### config.mk
export PLATFORM = sky130hd
export DESIGN_NAME = fxp_seq_multiplier
export DESIGN_NICKNAME = d
export VERILOG_FILES = /design/src/rtl/fxp_pkg.sv /design/src/rtl/fxp_sat_round.sv /design/src/rtl/fxp_seq_multiplier.sv
export SDC_FILE = /design/constraint.sdc
export NUM_CORES = 1
export LEC_CHECK = 0
export BUFFER_PORTS_ARGS = -buffer_cell sky130_fd_sc_hd__buf_4
export CELL_PAD_IN_SITES_DETAIL_PLACEMENT = 0
export CELL_PAD_IN_SITES_GLOBAL_PLACEMENT = 2
export CORE_ASPECT_RATIO = 1.4
export CORE_MARGIN = 10
export CORE_UTILIZATION = 35
export CTS_BUF_LIST = sky130_fd_sc_hd__clkbuf_4
export DETAILED_ROUTE_END_ITERATION = 6
export PLACE_DENSITY = 0.87
export REMOVE_ABC_BUFFERS = 1
export SETUP_SLACK_MARGIN = 0.5
export SLEW_MARGIN = 20
export SYNTH_ARGS = -nofsm -noshare
export SYNTH_HDL_FRONTEND = slang
export SYNTH_SLANG_ARGS = --single-unit
### constraint.sdc
create_clock -name clk -period 4.8 [get_ports clk]
set_input_delay 0.96 -clock clk [delete_from_list [all_inputs] [get_ports clk]]
set_output_delay 0.96 -clock clk [all_outputs]
set_load 0.02 [all_outputs]
### src/rtl/fxp_pkg.sv
// -----------------------------------------------------------------------------
// fxp_pkg
// Shared definitions for the fixed-point multiplier datapath:
//   - state_t        : sequencer states of fxp_seq_multiplier
//   - DEF_WIDTH      : operand/result width used by the network datapath
//   - DEF_FRAC_BITS  : fractional bits used by the network datapath
//   - sat_max/sat_min: bit patterns of the largest positive and most negative
//                      two's-complement values for a given width (low bits)
// -----------------------------------------------------------------------------
package fxp_pkg;

  localparam int DEF_WIDTH     = 32;
  localparam int DEF_FRAC_BITS = 16;

  typedef enum logic [1:0] {
    IDLE = 2'd0,
    CALC = 2'd1,
    NORM = 2'd2,
    DONE = 2'd3
  } state_t;

  // 2^(width-1) - 1 : largest positive value, zero-extended to 64 bits.
  function automatic logic [63:0] sat_max(input int width);
    return (64'd1 << (width - 1)) - 64'd1;
  endfunction

  // Only the low 'width' bits are meaningful: a single 1 in the sign position.
  function automatic logic [63:0] sat_min(input int width);
    return 64'd1 << (width - 1);
  endfunction

endpackage

### src/rtl/fxp_sat_round.sv
// -----------------------------------------------------------------------------
// fxp_sat_round
// Combinational sign-magnitude to two's-complement conversion with
// saturation. Shared between the multiplier normalisation step and the
// downstream accumulator.
//
// Parameters:
//   WIDTH : result width (two's complement)
//   MAG_W : width of the unsigned input magnitude (must exceed WIDTH)
// Ports:
//   mag      in  MAG_W  unsigned magnitude, already rescaled/rounded
//   sign     in  1      1 = negative result
//   result   out WIDTH  signed, clamped value
//   overflow out 1      magnitude did not fit and result was clamped
// -----------------------------------------------------------------------------
module fxp_sat_round
  import fxp_pkg::*;
#(
  parameter int WIDTH = DEF_WIDTH,
  parameter int MAG_W = 2 * DEF_WIDTH
) (
  input  logic [MAG_W-1:0]        mag,
  input  logic                    sign,
  output logic signed [WIDTH-1:0] result,
  output logic                    overflow
);

  localparam logic [WIDTH-1:0] MAX_POS = WIDTH'(sat_max(WIDTH));
  localparam logic [WIDTH-1:0] MIN_NEG = WIDTH'(sat_min(WIDTH));
  // Negative side can reach one further than the positive side.
  localparam logic [MAG_W-1:0] POS_LIM = MAG_W'(MAX_POS);
  localparam logic [MAG_W-1:0] NEG_LIM = POS_LIM + MAG_W'(1);

  always_comb begin
    result   = '0;
    overflow = 1'b0;
    if (!sign) begin
      if (mag > POS_LIM) begin
        result   = MAX_POS;
        overflow = 1'b1;
      end else begin
        result = mag[WIDTH-1:0];
      end
    end else begin
      if (mag > NEG_LIM) begin
        result   = MIN_NEG;
        overflow = 1'b1;
      end else begin
        // mag == 2^(WIDTH-1) negates onto itself (most negative value);
        // mag == 0 negates to 0, so a negative zero never escapes.
        result = ~mag[WIDTH-1:0] + WIDTH'(1);
      end
    end
  end

endmodule

### src/rtl/fxp_seq_multiplier.sv
// -----------------------------------------------------------------------------
// fxp_seq_multiplier
// Sequential signed fixed-point multiplier (radix-2 shift-add, one partial
// product per cycle) for the weight x activation path. Operands are
// Q(WIDTH-FRAC_BITS).FRAC_BITS; the product is rescaled back to the same
// format and saturated.
//
// Optional build macro:
//   FXP_MULT_ROUND_EN : round the rescaled magnitude half-away-from-zero
//                       instead of truncating toward zero. Latency unchanged.
//
// Parameters:
//   WIDTH     : operand/result width, 4..64
//   FRAC_BITS : fractional bits, 0..WIDTH-1
// Ports:
//   clk       in  1      rising-edge clock
//   rst       in  1      synchronous, active-high reset
//   in_valid  in  1      a/b valid
//   in_ready  out 1      operands accepted (IDLE only)
//   a         in  WIDTH  signed multiplicand
//   b         in  WIDTH  signed multiplier
//   out_valid out 1      result/overflow valid
//   out_ready in  1      consumer accepts result
//   result    out WIDTH  signed, rescaled, saturated product
//   overflow  out 1      result was clamped
//
// Timing: accept on edge E0, WIDTH CALC edges, one NORM edge; out_valid is
// high after edge E(WIDTH+1) and stays high until out_ready.
// -----------------------------------------------------------------------------
module fxp_seq_multiplier
  import fxp_pkg::*;
#(
  parameter int WIDTH     = DEF_WIDTH,
  parameter int FRAC_BITS = DEF_FRAC_BITS
) (
  input  logic                    clk,
  input  logic                    rst,
  input  logic                    in_valid,
  output logic                    in_ready,
  input  logic signed [WIDTH-1:0] a,
  input  logic signed [WIDTH-1:0] b,
  output logic                    out_valid,
  input  logic                    out_ready,
  output logic signed [WIDTH-1:0] result,
  output logic                    overflow
);

  localparam int PROD_W = 2 * WIDTH;
  localparam int CNT_W  = $clog2(WIDTH);

`ifdef FXP_MULT_ROUND_EN
  // Half an output LSB in product units; zero when FRAC_BITS == 0.
  localparam logic [PROD_W-1:0] RND_BIAS = (PROD_W'(1) << FRAC_BITS) >> 1;
`endif

  state_t state, state_next;

  logic [WIDTH-1:0]        mcand;
  logic [WIDTH-1:0]        mplier;
  logic [PROD_W-1:0]       acc;
  logic                    sign;
  logic [CNT_W-1:0]        counter;

  logic                    calc_last;
  logic [WIDTH:0]          partial;
  logic [PROD_W-1:0]       mag;
  logic signed [WIDTH-1:0] sat_result;
  logic                    sat_ovf;

  // Unsigned magnitude; the most negative input maps to 2^(WIDTH-1), which
  // still fits in WIDTH unsigned bits.
  function automatic logic [WIDTH-1:0] abs_mag(input logic signed [WIDTH-1:0] x);
    logic [WIDTH-1:0] u;
    u = x;
    return x[WIDTH-1] ? (~u + WIDTH'(1)) : u;
  endfunction

  // Product magnitude back to Q format. The product of two magnitudes is at
  // most 2^(2*WIDTH-2), so adding the rounding bias cannot wrap.
  function automatic logic [PROD_W-1:0] rescale(input logic [PROD_W-1:0] prod);
`ifdef FXP_MULT_ROUND_EN
    return (prod + RND_BIAS) >> FRAC_BITS;
`else
    return prod >> FRAC_BITS;
`endif
  endfunction

  assign calc_last = (counter == CNT_W'(WIDTH - 1));

  // Upper half plus multiplicand; the extra bit is the carry that is shifted
  // back into the accumulator MSB.
  assign partial = {1'b0, acc[PROD_W-1:WIDTH]} + (mplier[0] ? {1'b0, mcand} : '0);

  assign mag = rescale(acc);

  fxp_sat_round #(
    .WIDTH (WIDTH),
    .MAG_W (PROD_W)
  ) u_sat_round (
    .mag      (mag),
    .sign     (sign),
    .result   (sat_result),
    .overflow (sat_ovf)
  );

  // ---- sequencer state register ----
  always_ff @(posedge clk) begin
    if (rst) begin
      state <= IDLE;
    end else begin
      state <= state_next;
    end
  end

  always_comb begin
    state_next = state;
    in_ready   = 1'b0;
    out_valid  = 1'b0;
    unique case (state)
      IDLE: begin
        in_ready = 1'b1;
        if (in_valid) state_next = CALC;
      end
      CALC: begin
        if (calc_last) state_next = NORM;
      end
      NORM: begin
        state_next = DONE;
      end
      DONE: begin
        out_valid = 1'b1;
        if (out_ready) state_next = IDLE;
      end
      default: state_next = IDLE;
    endcase
  end

  // ---- control / output registers (reset) ----
  always_ff @(posedge clk) begin
    if (rst) begin
      counter  <= '0;
      result   <= '0;
      overflow <= 1'b0;
    end else begin
      unique case (state)
        IDLE: if (in_valid) counter <= '0;
        CALC: counter <= counter + CNT_W'(1);
        NORM: begin
          result   <= sat_result;
          overflow <= sat_ovf;
        end
        default: ;
      endcase
    end
  end

  // ---- shift-add datapath (no reset; always loaded on accept) ----
  always_ff @(posedge clk) begin
    unique case (state)
      IDLE: begin
        if (in_valid) begin
          mcand  <= abs_mag(a);
          mplier <= abs_mag(b);
          sign   <= a[WIDTH-1] ^ b[WIDTH-1];
          acc    <= '0;
        end
      end
      CALC: begin
        acc    <= {partial, acc[WIDTH-1:1]};
        mplier <= mplier >> 1;
      end
      default: ;
    endcase
  end

endmodule

==> results of run 1 <==
## flip-flops by register name, indices dropped and copies added (netlist names)
name / flops
result: 32
acc: 48
sign: 1
counter: 5
mplier: 32
overflow: 1
mcand: 32
state: 2
## path summary, 6_finish.rpt
kind,startpoint,depth (start not counted),endpoint
max reg2reg,mplier[0]$_DFFE_PP_,11,acc[57]$_SDFFCE_PN0P_
max,mplier[0]$_DFFE_PP_,11,acc[57]$_SDFFCE_PN0P_
min,result[0]$_SDFFE_PP0P_,2,result[0]$_SDFFE_PP0P_
min reg2reg,result[0]$_SDFFE_PP0P_,2,result[0]$_SDFFE_PP0P_
## stage by stage
stage                     worst slack, ns   util  hold WS (ns)  power (W)
final                                1.16  0.406         0.479    0.00679
after global routing                0.703  0.406         0.504    0.00737
after CTS                            1.13  0.405         0.483    0.00687
after detailed placement             1.15  0.395         0.462    0.00603
after global placement               1.21  0.395         0.459    0.00600
after floorplan                     0.257      -         0.460    0.00493
## metal layers
layer / wire length, microns / track usage
met1: 11500 / 0.175
met2: 13200 / 0.259
met3: 1130 / 0.0287
met4: 365 / 0.0413
met5: 0 / 0
## synth_stat cells (all sizes together), types with 14 or more instances
| master | instances | area share |
|---|---|---|
| edfxtp | 113 | 0.34 |
| nand2 | 109 | 0.041 |
| o21ai | 92 | 0.047 |
| nor2 | 86 | 0.033 |
| a21oi | 56 | 0.028 |
| and2 | 54 | 0.034 |
| clkbuf | 47 | 0.018 |
| ha | 41 | 0.052 |
| nor3 | 41 | 0.022 |
| dfxtp | 40 | 0.081 |
| xor2 | 40 | 0.035 |
| xnor2 | 34 | 0.030 |
| inv | 25 | 0.0095 |
| o31ai | 25 | 0.019 |
| nand2b | 21 | 0.013 |
| a21o | 20 | 0.015 |
| nor4 | 20 | 0.015 |
| nand3 | 19 | 0.0096 |
| a311oi | 15 | 0.014 |
| nand4 | 14 | 0.0088 |
| or3 | 14 | 0.0088 |
## cell families after synthesis
kind of cell    synth area share
flops                      0.423
xor+xnor                  0.0653
compound gates             0.192
mux                      0.00933
buf+inv                   0.0323
simple gates               0.225
fa+ha+maj                 0.0537
## cell type report
class                   instances  area [sq um]
fillers                      2820         16500
diodes                          1          2.50
inverters                      26          97.6
well taps                     370           463
repair buffers                112           841
multi-input cells             846          5410
clock buffers                  17           128
clock inverters                15           153
flip-flops and latches        153          4190
## where the power goes
group / internal (W) / switching [W] / total (W)
Sequential: 0.00221 / 0.000428 / 0.00264
Combinational: 0.00124 / 0.00209 / 0.00333
Clock: 0.000280 / 0.000540 / 0.000820
Total: 0.00373 / 0.00305 / 0.00679
## placed cells by master (no fill, tap or decap), drive strengths merged, types with 5 or more instances in the layout
cell type	n
or4	12
o41ai	10
ha	41
nand3b	13
or3	14
a211oi	12
edfxtp	113
a21oi	56
o21bai	7
nor4	20
nor3	41
a21o	20
clkbuf	17
xnor2	34
o31ai	25
a21boi	6
nand2	109
inv	37
xor2	40
o21a	6
o21ai	92
or2	6
a311oi	15
nor2	86
nand2b	21
and2	54
nor2b	5
buf	112
and3	6
a31oi	6
o211ai	7
nand3	19
nand4	14
dfxtp	40
mux2i	7
## worst max-delay path: cells and delay by family, from the launching register on
| kind | cells | cell delay (ns) |
|---|---|---|
| compound gates | 5 | 1.37 |
| fa+ha+maj | 2 | 0.41 |
| buf+inv | 1 | 0.18 |
| flops | 1 | 0.83 |
| mux | 1 | 0.13 |
| simple gates | 2 | 0.48 |
==> run metrics, run 1 <==
setup bufs post-CTS 0; H-tree levels 4; outcome completed; WL per Instance 17.0 microns; drt total wl 26,200 microns; Post-synth EDFFs 113; Worst Path Class, Setup reg2reg; Seq/Total Area, Yosys 0.423; Die Y 219 microns; Cell Chain, Critical Path and2_1, ha_1, fa_1, a211oi_1, o21ai_0, o21ai_0, buf_4, a2111oi_0, or2_2, a31oi_1, mux2i_1; synth warn 0; async set-or-reset flop fraction in the synthesized netlist 0; worst slew pin tran between 0.7 and 0.8 ns; Syn Inst Count approximately 1,100; Clock Sinks around 150; crit-path max cell delay ~0.83 ns; cts repair resizes 0; First-pass DRT Iterations 7; total global-route track usage 0.146; setup_tns 0 ns; Post-Syn Area 9920 sq um; IR Drop Worst-Case VDD about 0.28 mV; Worst setup EP type flip-flop; Die Width 162 microns; max cap viols 0; largest net degree at the start of global routing 83; Cell Count Post-Placement ~1,500; port bufs 102; Pleak 4.16 nW; area delta synth->final 13.8%; CTS hold repair buffers 0; Critical Path Most Common Cell o21ai_0; DP Wirelength 19,400 microns; clock skew 0.0255 ns; RSZ-0062 raised after global routing false; Post-Syn Area per Cell between 9 and 10 sq um; Initial Util 0.356; initial drt markers 396; first-pass GRT wire length 42,500 microns; io pins 103; Worst Setup Start Kind flip-flop; GRT overflow 0; post-route cell area 11,300 sq um; CP Max Fanout 32; R2R setup slack 1.16 ns; Finished Layout Cells between 1,500 and 2,000; Slew HR 0.482; ANT nets after route 0; Root Buffer clkbuf_4; Crit path required time 5.14 ns; Clock Pin Slew Worst Setup and Hold Paths 0.16 ns; final-stage net count 1,266; synth unique cells 71; hold crit path type reg2reg; initial antenna violation count 1; final setup fails 0; Worst EP arrival approximately 4 ns; ratio of cells with drive above 1 in the final layout 0.145; Max Slew Vio Count 0; Cell Rows 72; Clock Tree Buf Depth 2; die area between 30,000 and 40,000 sq um; Hold Vio Cnt, Final 0; Clock Latency Late Sink around 0.58 ns; Via density 5.32; fin crit share 0.759; Yosys reg bits 153; # DRC 0; CTS tree done; Placement Cell Area roughly 11,000 sq um; maximum clock frequency 274 MHz; slowest stage cell, crit path edfxtp_1; CORE AREA 27,800 sq um; ys flop type edfxtp_1; routability cong. just under 0.9; vias in the first global route 8,013; PwrDens 601 nW/um^2; CTS Buf Count 17; fin crit period 3.64 ns; detailed-route via count 8,192
No activity file was read; power rests on OpenSTA's default activity.
==> run 2: changes to the inputs <==
ABC_AREA = 1   (was default)
CORE_UTILIZATION = 31   (was 35)
PLACE_DENSITY = 0.89   (was 0.87)
clock period = 3 ns   (was 4.8 ns; I/O delays follow)
==> run metrics, run 2 <==
critical register-to-register path endpoint acc[54]$_SDFFCE_PN0P_; GRT overflow 0; drt total wl 34,200 microns; initial antenna violation count 1; Post-synth EDFFs 113; Yosys reg bits roughly 150; Slew HR 0.408; Pleak 6.00 nW; # DRC 0; detailed-route via count 10,700; initial drt markers about 630; CTS tree done; outcome completed; Worst Path Class, Setup reg2reg; Setup WS pre-CTS 0.367 ns; io pins 103; Via density 4.85; First-pass DRT Iterations 7; final setup fails 0; Hold Path Origin a[0]; crit-path max cell delay 0.46 ns; commonest non-fill, non-tap cell in the layout nand2_1; DP Wirelength around 26,000 microns; RSZ-0062 raised after global routing true; fin crit share 0.810; fin crit period approximately 2.4 ns; worst slew pin tran approximately 0.9 ns; Clock Latency Late Sink 0.62 ns; Root Buffer clkbuf_4; ANT nets after route 0; final worst slack 0.569 ns; Die Y between 200 and 250 microns; worst r2r src mplier[0]$_DFFE_PP_; IR Drop Worst-Case VDD 0.289 mV; async set-or-reset flop fraction in the synthesized netlist 0; Largest register FFs 48; hold path depth 1; max cap viols 0; Clock Pin Slew Worst Setup and Hold Paths 0.12 ns; Critical Path Most Common Cell nand2_1; Max Slew Vio Count 0; R2R setup slack 0.57 ns; Synth top cells by count 433 x nand2_1, 285 x nor2_1, 234 x inv_1; Hold Vio Cnt, Final 0; PwrDens 865 nW/um^2; slowest stage cell, crit path edfxtp_1; CORE AREA 35,100 sq um; hold crit path type in2reg; Cell Chain, Critical Path buf_6, clkbuf_16, nand2_1, inv_1, ha_4, nand2_1, nor2_4, nand3_1, nand2_2, nand2_1, nand2_2, nand2_1, nand2_1, nand2_1, nand2_1, nor2_1; WL per Instance 15.5 microns; maximum clock frequency 411 MHz; port bufs 102; clock skew 0.0247 ns; area delta synth->final 18.0%; Clock Sinks 153; sequential cell area 4190 sq um; Post-Syn Area 11,100 sq um; Buf/Inv on CP 3; Hold Path End mcand[0]$_DFFE_PP_; CP Max Fanout 16; synth top area cells edfxtp_1 31%, nand2_1 15%, nor2_1 9.7%; total global-route track usage 0.152; Layout Utilization 0.373; Synth area leader edfxtp_1; synth warn 0; Most flops, register acc; most frequent cell after synthesis nand2_1; Initial Util 0.316; Largest delay share family, worst path simple AND/OR/NAND/NOR gates; Die Width 180 microns; Cell Rows a little over 80; Post-Syn Area per Cell 6.73 sq um; first-pass GRT wire length 54,700 microns; Crit path required time 3.38 ns; Clock Tree Buf Depth 2; routability cong. 0.868; Fillers 3,880; Worst Setup Start Kind flip-flop; final-stage net count 1,852; synth unique cells 37; CTS hold repair buffers 0; area occupied by multi-input gates roughly 6100 sq um; Worst setup EP type flip-flop; ys flop type edfxtp_1; most frequent cells in the layout 408 x nand2_1, 272 x nor2_1, 234 x inv_1, 115 x buf_4, 113 x edfxtp_1; die area 43,800 sq um; CTS Buf Count 17; Seq/Total Area, Yosys 0.379; largest net degree at the start of global routing 74; H-tree levels 4; Worst EP arrival about 2.8 ns; FF-to-FF path depth 16; Syn Inst Count 1,644; vias in the first global route 10,600; setup_tns 0 ns; ratio of cells with drive above 1 in the final layout 0.135; Yosys top cell area share 0.306
==> run 2: changes by cell type in the layout (fill, tap and decap cells not counted), sizes merged, moves of 20 or more <==
| cell | change |
|---|---|
| a21o | -20 |
| o31ai | -24 |
| xnor2 | -23 |
| a21oi | +46 |
| nor2 | +206 |
| nand4 | +31 |
| and2 | -50 |
| nand2 | +327 |
| nand2b | -21 |
| nand3 | +77 |
| inv | +199 |
==> run 2: cells by family (layout without fill, tap and decap cells) <==
group | Yosys count | in the layout | synth area share
AOI/OAI and AO/OA | 222 | 222 | 0.106
xor gates and xnor gates | 40 | 40 | 0.0316
adders and majority gates | 42 | 42 | 0.0481
buffers and inverters | 277 | 388 | 0.0961
DFF | 153 | 153 | 0.379
other | 0 | 1 | 0
and+or+nand+nor | 910 | 910 | 0.340
==> run 2: metal layers <==
layer  up-vias  routed length [microns]  GRT usage
li1       5518                        -          -
met3        51                     1410     0.0291
met2       223                    17300      0.272
met1      4941                    14600      0.174
met4         0                      918     0.0624
met5         -                        0          0
==> run 2: final cells by class <==
class | instances | share of cell area
Multi-Input combinational cell | 1214 | 0.471
Inverter | 235 | 0.0675
Clock inverter | 11 | 0.00939
Timing Repair Buffer | 121 | 0.0756
Antenna cell | 1 | 0.000192
Sequential cell | 153 | 0.321
Tap cell | 456 | 0.0437
Clock buffer | 21 | 0.0121
==> run 2: per-stage QoR <==
step / power [W] / hold slack [ns] / std cells / area (sq um)
global placement: 0.00942 / 0.452 / 2171 / 12400
detailed placement: 0.00951 / 0.471 / 2172 / 12400
global route: 0.0123 / 0.133 / 2212 / 13100
floorplan: 0.00754 / 0.439 / 1602 / 10900
finish: 0.0113 / 0.193 / 2212 / 13100
CTS: 0.0109 / 0.129 / 2204 / 12700
==> run 2: power by group <==
| group | switching [W] | internal (W) |
|---|---|---|
| sequential | 0.000560 | 0.00334 |
| clock | 0.000797 | 0.000532 |
| combinational | 0.00405 | 0.00202 |
==> run 2: worst max path at each step <==
stage                                      from                      end  slack [ns]  depth (start not counted)
after detailed placement    mplier[0]$_DFFE_PP_    acc[62]$_SDFFCE_PN0P_        0.37                         13
after floorplan           state[1]$_SDFFE_PP0P_  counter[3]$_SDFFE_PP0P_       -4.77                          7
after CTS                   mplier[0]$_DFFE_PP_    acc[61]$_SDFFCE_PN0P_        0.52                         15
final                       mplier[0]$_DFFE_PP_    acc[54]$_SDFFCE_PN0P_        0.57                         16
after global routing        mplier[0]$_DFFE_PP_    acc[49]$_SDFFCE_PN0P_        0.42                         16
after global placement      mplier[0]$_DFFE_PP_    acc[54]$_SDFFCE_PN0P_        0.35                         15
==> run 2: repair_timing <==
item,4_1_cts,5_1_grt
setup buffers,0,6
gates cloned,0,1
resized for setup,6,81
endpoints found under the setup margin,7,50
pin swaps,0,7
